--- src/rtl/wrf_nibble_mux_arb_if.sv ---
// Request/data/grant bundle between the WRF nibble sources and the shared
// nibble mux arbiter. The master drives requests and nibbles; the slave (the arbiter) drives grants and output.
interface wrf_nibble_mux_arb_if;
  logic       req0;
  logic       req1;
  logic [3:0] d0;
  logic [3:0] d1;
  logic       gnt0;
  logic       gnt1;
  logic       sel;
  logic       out_valid;
  logic [3:0] out_data;
  logic       last_owner;

  modport master (
    output req0, req1, d0, d1,
    input  gnt0, gnt1, sel, out_valid, out_data, last_owner
  );

  modport slave (
    input  req0, req1, d0, d1,
    output gnt0, gnt1, sel, out_valid, out_data, last_owner
  );
endinterface

--- src/rtl/wrf_nibble_mux_arb.sv ---
// Two-requester burst-bounded arbiter driving the shared CGA_WRF nibble 2:1 mux.
// Define WRF_ARB_FIXED_PRIO_EN for fixed priority to requester 0; default is round-robin.
module wrf_nibble_mux_arb #(
  parameter int BURST = 4,
  parameter int CNT_W = 4
) (
  input  logic                 sysclk,
  input  logic                 sys_rst_n,
  wrf_nibble_mux_arb_if.slave  bus
);

  typedef enum logic [1:0] {
    IDLE = 2'd0,
    OWN0 = 2'd1,
    OWN1 = 2'd2
  } state_e;

  localparam logic [CNT_W-1:0] LAST_BEAT = CNT_W'(BURST - 1);

  state_e           state_q;
  logic [CNT_W-1:0] beat_cnt_q;
  logic             gnt0_q;
  logic             gnt1_q;
  logic             sel_q;
  logic             out_valid_q;
  logic [3:0]       out_data_q;
  logic             last_owner_q;

  logic       prio_pick;
  logic       win_pick;
  logic       own_req;
  logic [3:0] own_d;

`ifdef WRF_ARB_FIXED_PRIO_EN
  assign prio_pick = 1'b0;
`else
  assign prio_pick = ~last_owner_q;
`endif

  // With both requesting the priority rule decides; otherwise the lone requester wins.
  assign win_pick = (bus.req0 && bus.req1) ? prio_pick : bus.req1;

  // sel always names the current owner while a grant is held.
  assign own_req = sel_q ? bus.req1 : bus.req0;
  assign own_d   = sel_q ? bus.d1   : bus.d0;

  always_ff @(posedge sysclk or negedge sys_rst_n) begin
    if (!sys_rst_n) begin
      state_q      <= IDLE;
      beat_cnt_q   <= '0;
      gnt0_q       <= 1'b0;
      gnt1_q       <= 1'b0;
      sel_q        <= 1'b0;
      out_valid_q  <= 1'b0;
      out_data_q   <= 4'h0;
      last_owner_q <= 1'b1;
    end else begin
      // NOTE: non-blocking assignments let every branch read the pre-edge state,
      // so the default below is safely overridden by a later assignment on a beat.
      out_valid_q <= 1'b0;
      unique case (state_q)
        IDLE: begin
          if (bus.req0 || bus.req1) begin
            state_q    <= win_pick ? OWN1 : OWN0;
            gnt0_q     <= ~win_pick;
            gnt1_q     <= win_pick;
            sel_q      <= win_pick;
            beat_cnt_q <= '0;
          end
        end
        OWN0, OWN1: begin
          if (own_req) begin
            out_valid_q <= 1'b1;
            out_data_q  <= own_d;
          end
          if (!own_req || beat_cnt_q == LAST_BEAT) begin
            state_q      <= IDLE;
            gnt0_q       <= 1'b0;
            gnt1_q       <= 1'b0;
            beat_cnt_q   <= '0;
            last_owner_q <= sel_q;
          end else begin
            beat_cnt_q <= beat_cnt_q + 1'b1;
          end
        end
        default: begin
          state_q <= IDLE;
          gnt0_q  <= 1'b0;
          gnt1_q  <= 1'b0;
        end
      endcase
    end
  end

  assign bus.gnt0       = gnt0_q;
  assign bus.gnt1       = gnt1_q;
  assign bus.sel        = sel_q;
  assign bus.out_valid  = out_valid_q;
  assign bus.out_data   = out_data_q;
  assign bus.last_owner = last_owner_q;

endmodule

--- src/flat_wrapper.sv ---
// flat-port wrapper written by rule: the top's interface ports become plain ports
module wrf_nibble_mux_arb_flat 
#(
  parameter int BURST = 4,
  parameter int CNT_W = 4
)
  (sysclk, sys_rst_n, bus_req0, bus_req1, bus_d0, bus_d1, bus_gnt0, bus_gnt1, bus_sel, bus_out_valid, bus_out_data, bus_last_owner);
  wrf_nibble_mux_arb_if bus_i ();
  input  logic sysclk;
  input  logic sys_rst_n;
  input wire logic [$bits(bus_i.req0)-1:0] bus_req0;
  input wire logic [$bits(bus_i.req1)-1:0] bus_req1;
  input wire logic [$bits(bus_i.d0)-1:0] bus_d0;
  input wire logic [$bits(bus_i.d1)-1:0] bus_d1;
  output wire logic [$bits(bus_i.gnt0)-1:0] bus_gnt0;
  output wire logic [$bits(bus_i.gnt1)-1:0] bus_gnt1;
  output wire logic [$bits(bus_i.sel)-1:0] bus_sel;
  output wire logic [$bits(bus_i.out_valid)-1:0] bus_out_valid;
  output wire logic [$bits(bus_i.out_data)-1:0] bus_out_data;
  output wire logic [$bits(bus_i.last_owner)-1:0] bus_last_owner;
  assign bus_i.req0 = bus_req0;
  assign bus_i.req1 = bus_req1;
  assign bus_i.d0 = bus_d0;
  assign bus_i.d1 = bus_d1;
  assign bus_gnt0 = bus_i.gnt0;
  assign bus_gnt1 = bus_i.gnt1;
  assign bus_sel = bus_i.sel;
  assign bus_out_valid = bus_i.out_valid;
  assign bus_out_data = bus_i.out_data;
  assign bus_last_owner = bus_i.last_owner;
  wrf_nibble_mux_arb #(.BURST(BURST), .CNT_W(CNT_W)) u_core (.sysclk(sysclk), .sys_rst_n(sys_rst_n), .bus(bus_i));
endmodule
--- config.mk ---
export PLATFORM = sky130hd
export DESIGN_NAME = wrf_nibble_mux_arb_flat
export DESIGN_NICKNAME = d
export VERILOG_FILES = /design/src/rtl/wrf_nibble_mux_arb_if.sv /design/src/rtl/wrf_nibble_mux_arb.sv /design/src/flat_wrapper.sv
export SDC_FILE = /design/constraint.sdc
export NUM_CORES = 1
export LEC_CHECK = 0
export ABC_AREA = 0
export CAP_MARGIN = 20
export CELL_PAD_IN_SITES_DETAIL_PLACEMENT = 1
export CELL_PAD_IN_SITES_GLOBAL_PLACEMENT = 1
export CORE_MARGIN = 1.5
export CORE_UTILIZATION = 30
export CTS_BUF_LIST = sky130_fd_sc_hd__clkbuf_16
export DETAILED_ROUTE_END_ITERATION = 10
export PLACE_DENSITY = 0.71
export SYNTH_ARGS = -nofsm -noshare
export SYNTH_HDL_FRONTEND = slang
export SYNTH_SLANG_ARGS = --single-unit
--- constraint.sdc ---
create_clock -name sysclk -period 1.41 [get_ports sysclk]
set_input_delay 0.141 -clock sysclk [delete_from_list [all_inputs] [get_ports sysclk]]
set_output_delay 0.141 -clock sysclk [all_outputs]
set_load 0.01 [all_outputs]
==> impl_results.rst, run 1 <==
.. list-table::
   :header-rows: 1

   * - Metric
     - Value
   * - Row Count
     - 17
   * - Class of the most critical setup path
     - reg2reg
   * - GRT Overall Usage
     - 0.183
   * - Initial standard-cell utilization of the core
     - 0.320
   * - Endpoint kind of the worst setup timing path
     - flop
   * - GP Congestion
     - 0.794
   * - Top-Level Pins
     - 21
   * - Synth unique cells
     - 32
   * - Post-Synthesis Net Count
     - 78
   * - Die X-Extent
     - 51.5 um
   * - Number of maximum-capacitance violations
     - 0
   * - GR met3 Demand/Resource
     - 0.0431
   * - Cell types occupying the most area after synthesis
     - sky130_fd_sc_hd__dfrtp_1, sky130_fd_sc_hd__o21ai_0, sky130_fd_sc_hd__mux2i_1, sky130_fd_sc_hd__dfstp_2, sky130_fd_sc_hd__ha_1
   * - Number of endpoints failing setup at the final stage
     - 6
   * - Clock period minus final worst setup slack
     - between 1000 and 1500 ps
   * - FILL cells
     - 240
   * - Share of synthesized registers carrying an async set or reset
     - 1.00
   * - Worst reg2reg startpoint
     - u_core.bus.gnt0
   * - Layout Area Growth over Synthesis
     - 80.5%
   * - Per-cell routed wire length
     - 18.2 um
   * - Failing checks
     - negative setup slack
   * - Worst path required time
     - between 1500 and 2000 ps
   * - Cell leakage power
     - roughly 0.59 nW
   * - Clock Root Buffer
     - sky130_fd_sc_hd__clkbuf_16
   * - Outcome
     - finished with violations
   * - Number of cells produced by synthesis
     - 64
   * - Core region area
     - 2210 um^2
   * - Final core utilization
     - 0.577
   * - Initial antenna violation count
     - 0
   * - Synth warn
     - 0
   * - Tightest Pin Transition
     - 371 ps
   * - Post-detailed-route count of antenna-violating nets
     - 0
   * - Final count of hold timing violations
     - 0
   * - Met1 demand-to-capacity share in global routing
     - 0.211
   * - Worst Setup Start Kind
     - flop
   * - Share of the cycle needed by the critical path after routing
     - 1.03
   * - EDFF count, synth
     - 0
   * - Top_reg_cell synth
     - sky130_fd_sc_hd__dfrtp_1
   * - Total Power Consumption
     - between 2 and 3 mW
   * - Smallest setup slack after layout
     - -42.2 ps
   * - Hold Path Class
     - in2async
   * - Unrepaired setup endpoints after global routing
     - true
   * - Total power divided by cell area
     - ~2200 nW/um^2
   * - HPWL after detailed placement
     - ~1500 um
   * - Slew Limit Fails
     - 0
   * - Clock slew at reported path FFs
     - 50 ps
   * - CTS tree
     - built
   * - Cell area after technology mapping
     - between 700 and 800 um^2
   * - Layout net count
     - about 120
   * - Worst IR drop on VDD
     - 1540 uV
   * - Height of the chip
     - around 52 um
   * - Max Fanout on Critical Path
     - 5
   * - Register-to-register setup slack
     - -40 ps
   * - First-pass detailed-route iteration total
     - 4
   * - Routed Wire Length
     - roughly 2500 um
   * - Pin count of the biggest net entering global routing
     - 14
   * - DRC
     - 0
   * - Number of global-route vias before repair
     - 708
   * - Detailed router's first-iteration violation count
     - 6
   * - Top cells by instance count after synthesis
     - sky130_fd_sc_hd__dfrtp_1, sky130_fd_sc_hd__o21ai_0, sky130_fd_sc_hd__inv_1
   * - # hold bufs at CTS
     - 0
   * - Register area share after synthesis
     - 0.462
   * - Die area
     - between 2000 and 3000 um^2
   * - Inserted Clock Buffers
     - 3
   * - F_max
     - ~0.69 GHz
   * - Maximum clock insertion buffer count
     - 2
   * - GR peak layer
     - met2
   * - Setup skew after layout
     - between 2 and 3 ps
   * - Clock H-tree levels
     - 1
   * - PortBufs
     - 20
   * - Overall overflow remaining after global route
     - 0
   * - Fraction of post-synthesis cell area in the top cell type by area
     - 0.425
   * - Layout cell share with drive strength beyond 1
     - 0.417
   * - Global-route wire length before repair
     - about 3500 um
   * - Synth Area per Inst
     - roughly 11 um^2
   * - Start point of the critical path
     - u_core.bus.gnt0
   * - Cell with the most instances after synthesis
     - sky130_fd_sc_hd__dfrtp_1
   * - Drt via density
     - ~5.1
   * - Later-pin clock latency in the skew report
     - 250 ps
   * - Dominant cell type by area after synthesis
     - sky130_fd_sc_hd__dfrtp_1
   * - TritonCTS Sinks
     - 13
   * - Worst relative slew slack
     - 0.751
   * - Arrival time of the worst setup path
     - 1640 ps
   * - N_diodes
     - 0
   * - Via count
     - 695
   * - Global routing usage on met2
     - 0.327
   * - Synthesis-stage register bit count
     - 13
==> metal layers <==
| metal | up-vias | share of wire | routed length (um) |
|---|---|---|---|
| li1 | 325 | - | - |
| met1 | 348 | 0.39 | 960 |
| met2 | 17 | 0.56 | 1380 |
| met3 | 5 | 0.042 | 104 |
| met4 | 0 | 0.014 | 34 |
| met5 | - | 0 | 0 |
==> per-stage QoR <==
stage | cell area [um^2] | cells | setup WS [ps] | TNS, ps | hold slack (ps)
2_1_floorplan | 709 | 64 | 2.28 | 0 | -155
3_3_place_gp | 1050 | 127 | -65.8 | -286 | 466
3_5_place_dp | 1050 | 127 | -123 | -747 | 472
4_1_cts | 1180 | 132 | 0.516 | 0 | 209
5_1_grt | 1280 | 136 | -79.1 | -452 | 227
6_report | 1280 | 136 | -42.2 | -124 | 200
==> worst paths after layout <==
check                                          to  cells after the start
max                          u_core.beat_cnt_q[3]                      5
min reg2reg                u_core.bus.out_data[0]                      2
min in group sysclk        u_core.bus.out_data[0]                      2
min                        u_core.bus.out_data[2]                      2
max in group asynchronous   u_core.bus.last_owner                      2
max reg2reg                  u_core.beat_cnt_q[3]                      5
==> sequential cells by signal, indices dropped and copies added, names as in the netlist <==
name / flops
u_core.bus.sel: 1
u_core.bus.gnt0: 1
u_core.beat_cnt_q: 4
u_core.bus.out_data: 4
u_core.bus.out_valid: 1
u_core.bus.last_owner: 1
u_core.state_q: 1
==> critical path, cell delays in order, from the launching register on <==
cell,delay (ps)
sky130_fd_sc_hd__dfrtp_1,390
sky130_fd_sc_hd__inv_2,70
sky130_fd_sc_hd__ha_4,290
sky130_fd_sc_hd__clkinvlp_4,150
sky130_fd_sc_hd__nor4_1,330
sky130_fd_sc_hd__a221o_1,150
==> cell type report <==
class	instances	area, um^2	area share
Clock buffer	3	75.1	0.0588
Clock inverter	1	3.75	0.00294
Inverter	7	32.5	0.0255
Multi-Input combinational cell	43	437	0.342
Sequential cell	13	328	0.257
Tap cell	28	35.0	0.0275
Timing Repair Buffer	41	365	0.286
==> cells by family (layout without fill, tap and decap cells) <==
logic type	after synthesis	count (layout)	synth area share
buffers and inverters	8	52	0.0566
adder cells (fa/ha/maj)	2	2	0.0354
flip-flops	13	13	0.462
AO/OA/AOI/OAI	21	21	0.195
multiplexers	7	7	0.126
AND/OR/NAND/NOR	13	13	0.126
==> power by group <==
group | total (mW) | switching, mW | internal (mW) | leakage, nW
clock network | 0.546 | 0.171 | 0.375 | 0.0423
registers | 0.643 | 0.119 | 0.524 | 0.164
logic | 1.63 | 0.733 | 0.897 | 0.384
==> layout by cell type (no fill, tap or decap), drive strengths merged, types with 2 or more instances in the layout <==
cell type	count
clkdlybuf4s50	17
ha	2
a221o	2
a211oi	2
inv	7
mux2i	5
nor3	2
dlymetal6s2s	2
clkbuf	3
buf	21
nor3b	2
nand2	2
mux2	2
o22ai	2
o21ai	9
dfrtp	12
==> repair_timing <==
item	in CTS	in global routing
buffers inserted	1	4
gates resized for setup	11	20
pin swaps	1	4
setup endpoints to repair	9	14
Power figures use the tool's default switching activity.
==> run 2: changes to the inputs <==
Settings changed: REMOVE_ABC_BUFFERS set to 1.
==> impl_results.rst, run 2 (synthesis gave the netlist of run 1 again) <==
.. list-table::
   :header-rows: 1

   * - Metric
     - Value
   * - Post-placement setup slack
     - -109 ps
   * - Endpoint kind of the worst setup timing path
     - flop
   * - Clock H-tree levels
     - 1
   * - Final count of hold timing violations
     - 0
   * - Initial standard-cell utilization of the core
     - 0.320
   * - FILL cells
     - between 200 and 250
   * - Worst relative slew slack
     - 0.820
   * - Total Negative Setup Slacks
     - 0 ps
   * - Top-Level Pins
     - 21
   * - Hold Path Class
     - in2async
   * - Critical path's top delay family
     - simple AND/OR/NAND/NOR gates
   * - Slew Limit Fails
     - 0
   * - Worst IR drop on VDD
     - about 1300 uV
   * - F_max
     - 0.729 GHz
   * - Number of global-route vias before repair
     - 679
   * - Post-detailed-route count of antenna-violating nets
     - 0
   * - Total Power Consumption
     - between 2 and 3 mW
   * - Number of maximum-capacitance violations
     - 0
   * - Max Fanout on Critical Path
     - 3
   * - Inserted Clock Buffers
     - 3
   * - Worst Setup Start Kind
     - flop
   * - Die area
     - 2660 um^2
   * - Per-cell routed wire length
     - about 15 um
   * - Via count
     - roughly 660
   * - Smallest setup slack after layout
     - between 30 and 40 ps
   * - Post-Place Cell Area
     - just over 1000 um^2
   * - Post-route cell area
     - approximately 1200 um^2
   * - GRT Overall Usage
     - 0.169
   * - Later-pin clock latency in the skew report
     - roughly 240 ps
   * - N_diodes
     - 0
   * - DRC
     - 0
   * - Setup skew after layout
     - roughly 2.7 ps
   * - Unrepaired setup endpoints after global routing
     - true
   * - Class of the most critical setup path
     - reg2reg
   * - Worst path required time
     - roughly 1500 ps
   * - TritonCTS Sinks
     - 13
   * - CTS tree
     - built
   * - HPWL after detailed placement
     - 1480 um
   * - Commonest cells after routing, fill and taps aside
     - sky130_fd_sc_hd__clkdlybuf4s50_1, sky130_fd_sc_hd__buf_4, sky130_fd_sc_hd__dfrtp_1
   * - Core region area
     - ~2200 um^2
   * - Layout net count
     - approximately 120
   * - Number of endpoints failing setup at the final stage
     - 0
   * - Start point of the critical path
     - u_core.beat_cnt_q[0]
   * - Detailed router's first-iteration violation count
     - 4
   * - Worst hold margin
     - 224 ps
   * - Layout cell share with drive strength beyond 1
     - 0.340
   * - Worst reg2reg startpoint
     - u_core.beat_cnt_q[0]
   * - Share of the cycle needed by the critical path after routing
     - 0.973
   * - First-pass detailed-route iteration total
     - 4
   * - List of cells traversed by the critical path
     - ha_2 > or3b_4 > a31oi_4 > o22ai_1
   * - Outcome
     - finished clean
   * - Arrival time of the worst setup path
     - 1480 ps
   * - Routed Wire Length
     - 2020 um
   * - Die X-Extent
     - 51.5 um
   * - Drt via density
     - around 5.0
   * - Cell leakage power
     - approximately 0.54 nW
   * - Row Count
     - 17
   * - Total power divided by cell area
     - 2140 nW/um^2
   * - Clock period minus final worst setup slack
     - ~1400 ps
   * - Commonest non-fill, non-tap cell in the layout
     - sky130_fd_sc_hd__clkdlybuf4s50_1
   * - Clock Root Buffer
     - sky130_fd_sc_hd__clkbuf_16
   * - Maximum clock insertion buffer count
     - 2
   * - GP Congestion
     - between 0.7 and 0.8
   * - Cell with the largest stage delay on the worst path
     - sky130_fd_sc_hd__or3b_4
   * - Initial antenna violation count
     - 0
   * - Slowest Stage Delay on Critical Path
     - 410 ps
   * - Pin count of the biggest net entering global routing
     - 14
   * - Global-route wire length before repair
     - 3220 um
   * - Overall overflow remaining after global route
     - 0
   * - Clock slew at reported path FFs
     - roughly 50 ps
   * - Height of the chip
     - 51.5 um
   * - # hold bufs at CTS
     - 0
   * - Tightest Pin Transition
     - between 200 and 300 ps
   * - PortBufs
     - 20
   * - Layout Area Growth over Synthesis
     - 69.0%
   * - Worst path buffer plus inverter count
     - 0
[run 2: cell types whose count changed in the layout (fill, tap and decap cells not counted), moves of 2 or more]
cell,before,now
sky130_fd_sc_hd__buf_4,20,14
sky130_fd_sc_hd__a211oi_1,0,2
sky130_fd_sc_hd__dlymetal6s2s_1,2,0
sky130_fd_sc_hd__a211oi_2,2,0
sky130_fd_sc_hd__o21ai_0,2,7
sky130_fd_sc_hd__o21ai_1,7,2
[run 2: worst paths after layout]
path,endpoint,slack [ps],depth (start not counted)
min,u_core.bus.out_data[2],220,2
max in group asynchronous,u_core.bus.last_owner,950,2
min reg2reg,u_core.bus.out_data[3],500,2
max,u_core.state_q[1],40,4
max reg2reg,u_core.state_q[1],40,4
min in group sysclk,u_core.bus.out_data[3],500,2
[run 2: area by class of cell]
type | instances | area (um^2) | area share
Clock buffer | 3 | 75.1 | 0.0628
Clock inverter | 1 | 3.75 | 0.00314
Inverter | 7 | 28.8 | 0.0241
Multi-Input combinational cell | 43 | 400 | 0.335
Sequential cell | 13 | 327 | 0.273
Tap cell | 28 | 35.0 | 0.0293
Timing Repair Buffer | 36 | 325 | 0.272
[run 2: what timing repair did]
item,4_1_cts,5_1_grt
setup buffers,0,2
pin swaps,1,4
endpoints found under the setup margin,6,10
gates resized for setup,9,9
[run 2: layer usage]
metal,share of wire,GRT usage,vias to the layer above
met5,0,0,-
met4,0.012,0.0526,0
met3,0.024,0.0517,4
met2,0.51,0.271,6
met1,0.45,0.218,326
li1,-,-,319
[run 2: power breakdown]
| part | internal (mW) | total [mW] | switching, mW |
|---|---|---|---|
| clock | 0.374 | 0.530 | 0.156 |
| sequential | 0.521 | 0.616 | 0.0952 |
| combinational | 0.780 | 1.41 | 0.631 |
| total | 1.68 | 2.56 | 0.883 |
[run 2: per-stage QoR]
step                utilization  std cells
floorplan                     -         63
global placement          0.468        125
detailed placement        0.468        125
CTS                       0.518        129
global route              0.540        131
finish                    0.540        131
